[src/rtl/multi_player_turn_controller.sv]
// N-player dice-race turn controller: moves the current player, resolves board events and paces turns.
// Optional build macro TURN_SEPARATION_EN: dice are accepted only after a white face has been seen this turn.
module multi_player_turn_controller #(
    parameter int NUM_PLAYERS   = 4,
    parameter int BOARD_LEN     = 10,
    parameter int TICK_CYCLES   = 100_000_000,
    parameter int TIMEOUT_TICKS = 8,
    parameter int BACK_TILE     = 3,
    parameter int BONUS_TILE    = 6,
    parameter int EXACT_FINISH  = 0,
    localparam int PW = $clog2(BOARD_LEN + 1),
    localparam int TW = (NUM_PLAYERS > 1) ? $clog2(NUM_PLAYERS) : 1
) (
    input  logic                      clk,
    input  logic                      reset,
    input  logic                      start_btn,
    input  logic                      dice_valid,
    input  logic [1:0]                dice_value,
    input  logic                      white_stable,
    input  logic                      turn_done,
    output logic [NUM_PLAYERS*PW-1:0] pos_flat,
    output logic [TW-1:0]             turn_id,
    output logic                      pos_valid,
    output logic [3:0]                event_flag,
    output logic [3:0]                time_left,
    output logic                      winner_valid,
    output logic [TW-1:0]             winner_id,
    output logic [2:0]                dbg_state
);
    localparam int CW = (TICK_CYCLES > 1) ? $clog2(TICK_CYCLES) : 1;

    typedef enum logic [2:0] {
        IDLE, WAIT_DICE, MOVE, WAIT_ANIM, CHECK, EVENT_ANIM, NEXT, WIN
    } state_t;

    state_t state, state_nx;

    logic [NUM_PLAYERS-1:0][PW-1:0] pos;
    logic [1:0]    steps;
    logic [CW-1:0] tick_cnt;
    logic          advance;
    logic          tick, dice_ok, timeout;
    logic [PW-1:0] cur_pos, new_pos;
    logic [PW:0]   sum, bounce;

    assign pos_flat  = pos;
    assign dbg_state = state;
    assign cur_pos   = pos[turn_id];
    assign tick      = (state == WAIT_DICE) && (tick_cnt == CW'(TICK_CYCLES - 1));
    assign timeout   = tick && (time_left == 4'd1);

`ifdef TURN_SEPARATION_EN
    logic sep_flag;

    always_ff @(posedge clk or posedge reset) begin
        if (reset)
            sep_flag <= 1'b0;
        else if (state == NEXT || ((state == IDLE || state == WIN) && start_btn))
            sep_flag <= 1'b0;
        else if (state == WAIT_DICE && white_stable)
            sep_flag <= 1'b1;
    end

    assign dice_ok = dice_valid && (dice_value != 2'b00) && sep_flag;
`else
    logic unused_white;
    assign unused_white = white_stable;
    assign dice_ok      = dice_valid && (dice_value != 2'b00);
`endif

    // Sum is one bit wider than a position so overshoot is visible before clamping.
    always_comb begin
        sum    = {1'b0, cur_pos} + {{(PW - 1){1'b0}}, steps};
        bounce = (PW + 1)'(2 * BOARD_LEN) - sum;
        if (sum <= (PW + 1)'(BOARD_LEN))
            new_pos = sum[PW-1:0];
        else if (EXACT_FINISH != 0)
            new_pos = bounce[PW-1:0];
        else
            new_pos = PW'(BOARD_LEN);
    end

    always_ff @(posedge clk or posedge reset) begin
        if (reset) state <= IDLE;
        else       state <= state_nx;
    end

    always_comb begin
        state_nx = state;
        case (state)
            IDLE:       if (start_btn) state_nx = WAIT_DICE;
            WAIT_DICE:  if (dice_ok) state_nx = MOVE;
                        else if (timeout) state_nx = NEXT;
            MOVE:       state_nx = WAIT_ANIM;
            WAIT_ANIM:  if (turn_done) state_nx = CHECK;
            CHECK:      if (cur_pos == PW'(BOARD_LEN)) state_nx = WIN;
                        else if (cur_pos == PW'(BACK_TILE)) state_nx = EVENT_ANIM;
                        else state_nx = NEXT;
            EVENT_ANIM: if (turn_done) state_nx = NEXT;
            NEXT:       state_nx = WAIT_DICE;
            WIN:        if (start_btn) state_nx = WAIT_DICE;
            default:    state_nx = IDLE;
        endcase
    end

    always_ff @(posedge clk or posedge reset) begin
        if (reset) begin
            pos          <= '0;
            turn_id      <= '0;
            pos_valid    <= 1'b0;
            event_flag   <= 4'h0;
            time_left    <= 4'(TIMEOUT_TICKS);
            winner_valid <= 1'b0;
            winner_id    <= '0;
            tick_cnt     <= '0;
            steps        <= 2'd0;
            advance      <= 1'b0;
        end else begin
            case (state)
                IDLE, WIN: if (start_btn) begin
                    pos          <= '0;
                    turn_id      <= '0;
                    event_flag   <= 4'h0;
                    winner_valid <= 1'b0;
                    winner_id    <= '0;
                    time_left    <= 4'(TIMEOUT_TICKS);
                    tick_cnt     <= '0;
                    advance      <= 1'b0;
                end
                WAIT_DICE: begin
                    tick_cnt <= tick ? '0 : tick_cnt + 1'b1;
                    if (tick && time_left != 4'd0) time_left <= time_left - 4'd1;
                    // A dice pulse on the final tick beats the timeout.
                    if (dice_ok) begin
                        steps <= dice_value;
                    end else if (timeout) begin
                        event_flag <= 4'hF;
                        advance    <= 1'b1;
                    end
                end
                MOVE: begin
                    pos[turn_id] <= new_pos;
                    pos_valid    <= 1'b1;
                end
                WAIT_ANIM: if (turn_done) pos_valid <= 1'b0;
                CHECK: begin
                    if (cur_pos == PW'(BOARD_LEN)) begin
                        winner_valid <= 1'b1;
                        winner_id    <= turn_id;
                        event_flag   <= 4'hA;
                    end else if (cur_pos == PW'(BACK_TILE)) begin
                        pos[turn_id] <= '0;
                        event_flag   <= 4'h3;
                        advance      <= 1'b1;
                    end else if (cur_pos == PW'(BONUS_TILE)) begin
                        event_flag   <= 4'h5;
                        advance      <= 1'b0;
                    end else begin
                        event_flag   <= 4'h1;
                        advance      <= 1'b1;
                    end
                end
                NEXT: begin
                    time_left <= 4'(TIMEOUT_TICKS);
                    tick_cnt  <= '0;
                    advance   <= 1'b0;
                    if (advance)
                        turn_id <= (turn_id == TW'(NUM_PLAYERS - 1)) ? '0 : turn_id + 1'b1;
                end
                default: ;
            endcase
        end
    end
endmodule
[config.mk]
export PLATFORM = sky130hd
export DESIGN_NAME = multi_player_turn_controller
export DESIGN_NICKNAME = d
export VERILOG_FILES = /design/src/rtl/multi_player_turn_controller.sv
export SDC_FILE = /design/constraint.sdc
export NUM_CORES = 1
export LEC_CHECK = 0
export ABC_AREA = 1
export CAP_MARGIN = 10
export CORE_MARGIN = 8
export CORE_UTILIZATION = 49
export CTS_BUF_LIST = sky130_fd_sc_hd__clkbuf_16
export CTS_CLUSTER_DIAMETER = 30
export DETAILED_ROUTE_END_ITERATION = 8
export PLACE_DENSITY = 0.69
export RECOVER_POWER = 25
export SYNTH_ARGS = -nofsm -noshare
export SYNTH_HDL_FRONTEND = slang
export SYNTH_SLANG_ARGS = --single-unit
[constraint.sdc]
create_clock -name clk -period 3.35 [get_ports clk]
set_input_delay 1.005 -clock clk [delete_from_list [all_inputs] [get_ports clk]]
set_output_delay 1.005 -clock clk [all_outputs]
set_load 0.05 [all_outputs]
Word level (Yosys, flattened, before mapping)
Cells that the tools add are included.

Register bits: 63. Input port bits: 8. Output and inout bits: 33. Logic and storage cells: 121.

Add/subtract/negate cells: 4. Order comparisons: 3. Eq/ne operators: 24. Multiplexer cells: 48. Bitwise operators: 2. Reduce and logical (&&, ||, !) cells: 26.

Operator list (number): $pmux W27 S3 (1); $mux W27 (2); $mux W16 (3); $pmux W16 S3 (1); $mux W4 (9); $add A27 B1 Y27 const B (1); $eq A27 B27 Y1 const B (1); $pmux W4 S3 (2); $mux W3 (7); $pmux W3 S7 (1); $and A16 B16 Y16 (1); $bwmux W16 (1); $ne A2 B2 Y1 const B (8); $not A16 Y16 (1); $eq A3 B3 Y1 const B (4); $mux W2 (6); $reduce_and A4 Y1 (3); $reduce_and A3 Y1 (3); $reduce_bool A3 Y1 (3); $bmux W4 S2 (1); $demux W4 S2 (1); $mux W1 (8); $pmux W2 S2 (2); $reduce_bool A2 Y1 (4); other kinds (23) (33).

Depth between registers and ports, before layout
Gate-level depths: netlist (run 1).

Word-level depth: 9. Mapped depth: 16. Mapped depth without buffers: 14.

Worst setup path after synthesis (run 1)
No wires, ideal clock.

Kind: flip-flop to flip-flop. From: register turn_id[0]. To: register pos (netlist bit pos_flat[5]). Setup time: 118 ps. Arrival: 2293 ps. Data required time: 3232 ps. Setup slack: 939 ps. Stages on the path, launching flop included: 15. Buffers on the path: 2. Period minus slack after synthesis: 2411 ps. Path through: dfrtp_1 buf_6 inv_4 buf_6 nand2_1 nand3_1 nand2_2 ha_1 fa_1 nand2_1 nand3_1 nand2_2 nand3_2 nand2_1 nand2_1.

Word-level cells in the longest chain between the ends: 9. Elaborated cells on any way between the ends: 21. Classes of those cells: 1 x add/sub; 3 x order compare; 4 x eq/ne; 9 x mux; 2 x bitwise; 2 x reduce/logical.

RTL lines: start, declared (RTL line 22) `output logic [TW-1:0] turn_id,`; start signal, assigned (RTL line 168) `turn_id <= (turn_id == TW'(NUM_PLAYERS - 1)) ? '0 : turn_id + 1'b1;`; parallel branches: the longest is 9 deep, another holds $add A4 B2 Y5; end signal, assigned by index (RTL line 142) `pos[turn_id] <= new_pos;`; end, declared (RTL line 38) `logic [NUM_PLAYERS-1:0][PW-1:0] pos;`.

Several ways; the timed one is not identified. The select of a mux whose other input is x is not followed. A chain may end at the register's enable or synchronous reset.

Worst setup path in the final report (run 1)
From: register turn_id[0]. To: output turn_id[0].

No word-level cell between the ends.

==> metrics.csv, run 1 <==
metric;value;unit
status;completed;
cts hold-fix bufs;0;
clock sink count;63;
initial antenna violation count;0;
Top delay family on crit path;buffers and inverters;
Worst Path Buf+Inv;1;
largest net degree at the start of global routing;43;
antenna-violating nets left;0;
area growth from synthesis to layout;18.46;%
Crit-path slowest cell;clkdlybuf4s50_1;
wire length per cell;14.35;um
post-synthesis sequential area ratio;38.10;%
vias in the first global route;3897;
setup TNS;0;ns
r2r setup slk;0.89;ns
final worst setup slack;0.5323;ns
# rows;33;
worst hold slack;0.4750;ns
Pre-Repair DR Iteration Count;5;
# diodes;0;
storage element area;1578;um2
YS warnings;0;
pwr/cell area;800.1;nW/um2
HP Class;flip-flop to flip-flop;
worst-path maximum fanout;12;
Pleak;2.440;nW
Synth Register Bits;63;
peak supply drop;0.6356;mV
DR DRC count;0;
final instance area;4906;um2
pre-CTS WS;0.8229;ns
Worst-path clk slew;0.05;ns
CTS Root Cell;clkbuf_16;
Buffers on Ports;39;
slowest stage delay, CP;0.89;ns
clk_skew;0.008210;ns
total core area;8217;um2
Startpoint Class;flip-flop;
DP Area;4599;um2
Via density;5.286;
Worst Path Arrival;1.81;ns
Worst Path Class, Setup;flip-flop to output pin;
syn_nets;611;
Post-DP HPWL;7.948;mm
fin nets;650;
RD Place Congestion;0.8928;
H-Tree Depth;3;
Post-CTS Setup Bufs;0;
global-route wire length before repair;18.29;mm
commonest non-fill, non-tap cell in the layout;nand2_1;
cell area after synthesis;4141;um2
crit end category;output pin;
Die Y-Extent;107.9;um
cells after synthesis;592;
Die Width;107.9;um
total grt overflow;0;
ys async rst share;100.0;%
RSZ-0062 raised after global routing;no;
most frequent cells in the layout;nand2_1 (225), dfrtp_1 (62), inv_1 (61), nor2_1 (58), nand3_1 (52);
total CTS buffers;9;
DIE AREA;11650;um2
# resized after CTS;0;
Post-synth EDFFs;0;
Vias;3917;
final total power;3.925;mW
crit-path cells;clkdlybuf4s50_1;
drt total wl;10.64;mm
Distinct cells, synth;39;
TritonCTS clock tree;built;
worst slew pin tran;0.8800;ns
effective utilization at floorplan;50.40;%
DRT iter0 DRCs;170;
Max-cap violations;0;
proportion of layout cells with a drive suffix above 1;8.648;%
fillers;768;
clk_lat worst skew;0.33;ns
syn_area_per_cell;6.996;um2
WP data required;2.34;ns
Slew Viols, Final;0;
clk buf depth;2;
IO Count;41;
slew margin rel.;41.27;%
Max Fclk;0.3549;GHz
final hold violations;0;
final setup fails;0;
Multi-input gate area;2217;um2
top_reg_cell synth;dfrtp_1;
Final Cycle Share;84.11;%
Tot GR Track Use;19.42;%
Final min period;2.818;ns
[where the power goes]
part / switching (mW) / internal, mW
clock: 0.335 / 0.640
sequential: 0.152 / 0.884
combinational: 1.35 / 0.561
total: 1.84 / 2.08
[per-stage QoR]
stage,std cells,utilization (%)
after floorplan,592,-
after global placement,725,55.98
after detailed placement,725,55.98
after CTS,741,59.71
after global routing,741,59.71
final,741,59.71
[sequential cells by signal (all words and copies together) (netlist names), 2 cells and up]
| signal | flops |
|---|---|
| dbg_state | 3 |
| event_flag | 4 |
| pos_flat | 16 |
| steps | 2 |
| tick_cnt | 27 |
| time_left | 4 |
| turn_id | 2 |
| winner_id | 2 |
[worst paths after layout]
check,from,to,depth (start not counted)
max in group asynchronous,reset,time_left[3]$_DFFE_PP1P_,3
setup reg to reg,turn_id[0]$_DFFE_PP0P_,pos_flat[1]$_DFFE_PP0P_,13
setup / recovery,turn_id[0]$_DFFE_PP0P_,turn_id[0],1
min in group asynchronous,reset,pos_flat[15]$_DFFE_PP0P_,2
hold reg to reg,winner_valid$_DFFE_PP0P_,winner_valid$_DFFE_PP0P_,2
hold / removal,winner_valid$_DFFE_PP0P_,winner_valid$_DFFE_PP0P_,2
[final cells by class]
type	count	share of cell area, %
multi-input cells	450	45.19
flip-flops and latches	63	32.16
repair buffers	41	8.518
inverters	66	5.203
clock buffers	9	4.591
well taps	105	2.678
clock inverters	7	1.658
[cell families (layout without fill, tap and decap cells)]
| group | after synthesis | in the layout | synth area share, % |
|---|---|---|---|
| xor gates and xnor gates | 13 | 13 | 2.749 |
| AOI/OAI and AO/OA | 37 | 37 | 5.378 |
| DFF | 63 | 63 | 38.10 |
| adders and majority gates | 11 | 11 | 3.505 |
| and+or+nand+nor | 389 | 389 | 41.90 |
| buffers and inverters | 79 | 123 | 8.369 |
[routing by layer]
| layer | track usage, % | vias to the layer above | wire (um) |
|---|---|---|---|
| met4 | 9.019 | 0 | 320 |
| met2 | 33.95 | 98 | 5392 |
| met5 | 0 | - | 0 |
| met3 | 3.867 | 25 | 374 |
| li1 | - | 1960 | - |
| met1 | 22.40 | 1834 | 4547 |
[synth_stat cells, types with 2 or more instances]
| cell | count | area share [%] |
|---|---|---|
| o21ai_0 | 15 | 1.8 |
| nand4_1 | 14 | 2.1 |
| xor2_1 | 11 | 2.3 |
| inv_1 | 58 | 5.3 |
| ha_1 | 10 | 3.0 |
| nand3_1 | 52 | 6.3 |
| buf_6 | 4 | 1.1 |
| a21oi_1 | 2 | 0.24 |
| nor2_1 | 58 | 5.3 |
| o22ai_1 | 7 | 1.1 |
| buf_2 | 4 | 0.48 |
| buf_4 | 2 | 0.36 |
| nand2_4 | 4 | 1.1 |
| clkbuf_1 | 3 | 0.27 |
| o21ai_1 | 6 | 0.73 |
| nor2_4 | 2 | 0.54 |
| nand2_1 | 225 | 20 |
| nand3_2 | 9 | 2.2 |
| a21o_1 | 2 | 0.36 |
| inv_2 | 6 | 0.54 |
| nor3_1 | 9 | 1.1 |
| xnor2_1 | 2 | 0.42 |
| dfrtp_1 | 62 | 37 |
| nand2_2 | 10 | 1.5 |
No activity file was read; power rests on OpenSTA's default activity.
==> run 2: changes to the inputs <==
PLACE_DENSITY = 0.72   (was 0.69)
clock period = 2.4 ns   (was 3.35 ns; I/O delays follow)
==> run 2 against run 1 <==
  * Utilization fell by 0.12 points
  * Register-to-register slack lost 0.71 ns
  * Clock power rose by 16%
  * Combinational power grew 43%
  * Non-clock buffer count increased by 7
  * Largest power group unchanged
  * Clock-buffer cell count unchanged
  * Hold slack gained 0.0039 ns
  * Critical path type unchanged
  * Sequential power grew 38%
  * Largest cell class unchanged
  * Clock skew shrank 0.0020 ns
==> metrics.csv, run 2 (same netlist as run 1, synthesis figures left out) <==
metric;value;unit;change
pwr/cell area;1081;nW/um2;+35%
most frequent cells in the layout;nand2_1 (225), dfrtp_1 (62), inv_1 (61), nor2_1 (58), nand3_1 (52);;
Tot GR Track Use;18.83;%;-0.59 points
Worst Path Arrival;1.54;ns;-0.27 ns
wire length per cell;14.15;um;-1.4%
Via density;5.262;;-0.46%
Hold Crit Start;winner_valid$_DFFE_PP0P_;;
final worst setup slack;0.1408;ns;-0.3915 ns
Final min period;2.259;ns;
DRT iter0 DRCs;200;;+18%
DP Area;4637;um2;+0.82%
status;completed;;
r2r setup slk;0.18;ns;-0.71 ns
Post-CTS Setup Bufs;0;;unchanged
WP data required;1.68;ns;-0.66 ns
total CTS buffers;9;;unchanged
total grt overflow;0;;unchanged
pre-CTS WS;0.1347;ns;-0.6883 ns
Crit-path slowest cell;clkdlybuf4s50_1;;
Largest Register;tick_cnt;;
final total power;5.293;mW;+35%
Max Fclk;0.4426;GHz;
CTS Root Cell;clkbuf_16;;
Startpoint Class;flip-flop;;
IO Count;41;;unchanged
largest net degree at the start of global routing;25;;-42%
RD Place Congestion;0.9338;;+4.6%
r2r endpoint;pos_flat[1]$_DFFE_PP0P_;;
peak supply drop;0.7249;mV;+14%
Post-DP HPWL;8.007;mm;+0.74%
HP Class;flip-flop to flip-flop;;
clk buf depth;2;;unchanged
effective utilization at floorplan;50.40;%;unchanged
Vias;3936;;+0.49%
Post-Place Cells;732;;+0.97%
Pre-Repair DR Iteration Count;5;;unchanged
Worst Path Class, Setup;flip-flop to output pin;;
Worst Path Buf+Inv;1;;unchanged
Die Y-Extent;107.9;um;unchanged
Top delay family on crit path;buffers and inverters;;
max reg flops;27;;unchanged
worst slew pin tran;0.9537;ns;+0.07364 ns
TritonCTS clock tree;built;;
worst hold endpoint;winner_valid$_DFFE_PP0P_;;
fin nets;657;;+1.1%
clock sink count;63;;unchanged
clk_lat worst skew;0.32;ns;about the same
Pleak;2.454;nW;+0.60%
RSZ-0062 raised after global routing;no;;
worst-path maximum fanout;3;;-9
cts hold-fix bufs;0;;unchanged
hold path cells;2;;unchanged
area growth from synthesis to layout;18.22;%;
initial antenna violation count;0;;unchanged
proportion of layout cells with a drive suffix above 1;10.26;%;+1.6 points
clk_skew;0.006210;ns;-0.001999 ns
final hold violations;0;;unchanged
Final Cycle Share;94.13;%;
H-Tree Depth;3;;unchanged
drt total wl;10.58;mm;-0.51%
Critical R2R Launch;turn_id[0]$_DFFE_PP0P_;;
slowest stage delay, CP;0.83;ns;-0.06 ns
global-route wire length before repair;17.89;mm;-2.2%
vias in the first global route;3933;;+0.92%
Layout Cells excl Fill;748;;+0.94%
slew margin rel.;36.35;%;-4.9 points
setup TNS;0;ns;unchanged
Slew Viols, Final;0;;unchanged
crit-path cells;clkdlybuf4s50_1;;
total core area;8217;um2;unchanged
DIE AREA;11650;um2;unchanged
Buffers on Ports;39;;unchanged
launch point of the worst path;pos_flat[2]$_DFFE_PP0P_;;
# rows;33;;unchanged
Max-cap violations;0;;unchanged
DR DRC count;0;;unchanged
commonest non-fill, non-tap cell in the layout;nand2_1;;
Die Width;107.9;um;unchanged
Worst-path clk slew;0.05;ns;about the same
# diodes;0;;unchanged
Worst Reg-to-Reg Cells;13;;unchanged
final instance area;4896;um2;-0.20%
final setup fails;0;;unchanged
antenna-violating nets left;0;;unchanged
crit end category;output pin;;
run 2: cell types whose count changed in the layout (fill, tap and decap cells not counted):
| cell | change |
|---|---|
| clkinv_1 | +3 |
| clkdlybuf4s50_1 | -5 |
| bufinv_16 | -2 |
| dlygate4sd3_1 | -1 |
| buf_6 | +1 |
| clkinv_2 | -1 |
| buf_4 | +12 |
| fa_1 | -1 |
| fa_2 | +1 |
run 2: worst register-to-register path: stages, from the launching register on:
cell,delay [ns]
dfrtp_1,0.43
buf_6,0.17
nand2_1,0.06
nand2_1,0.05
nand2_1,0.07
nand2_2,0.08
ha_1,0.22
fa_2,0.38
nand2_1,0.14
nand3_1,0.10
nand2_2,0.12
nand3_2,0.14
nand2_1,0.10
nand2_1,0.05
run 2: area by class of cell:
type | count | area (um2)
Clock buffer | 9 | 225.2
Clock inverter | 7 | 27.53
Fill cell | 739 | 3321
Inverter | 66 | 255.2
Multi-Input combinational cell | 450 | 2220
Sequential cell | 63 | 1578
Tap cell | 105 | 131.4
Timing Repair Buffer | 48 | 459.2
run 2: how the worst max path moves through the flow:
stage / endpoint / slack, ns / depth (start not counted)
floorplan: pos_flat[5]$_DFFE_PP0P_ / -0.01 / 14
global placement: pos_flat[1]$_DFFE_PP0P_ / 0.21 / 13
detailed placement: pos_flat[1]$_DFFE_PP0P_ / 0.13 / 13
CTS: time_left[0] / 0.13 / 1
global route: pos_flat[5]$_DFFE_PP0P_ / 0.001 / 13
finish: pos_flat[2] / 0.14 / 1
run 2: per-stage QoR:
stage | hold slack (ns) | util, %
floorplan | 0.4476 | -
global placement | 0.4658 | 56.43
detailed placement | 0.4728 | 56.43
CTS | 0.4876 | 59.51
global route | 0.5032 | 59.59
finish | 0.4789 | 59.59
run 2: power by group:
part	internal, mW	switching, mW
Combinational	0.802	1.93
Sequential	1.23	0.201
Clock	0.674	0.454
Total	2.71	2.58
run 2: layer usage:
layer	GRT usage [%]	wire [um]	share of wire (%)	vias to the layer above
met2	32.85	5222	49	112
li1	-	-	-	1974
met4	7.532	206	1.9	0
met3	2.558	477	4.5	17
met5	0	0	0	-
met1	22.95	4674	44	1833
run 2: repair_timing:
action,4_1_cts,5_1_grt
endpoints found under the hold margin,0,0
endpoints found under the setup margin,0,4
gates resized for setup,0,2
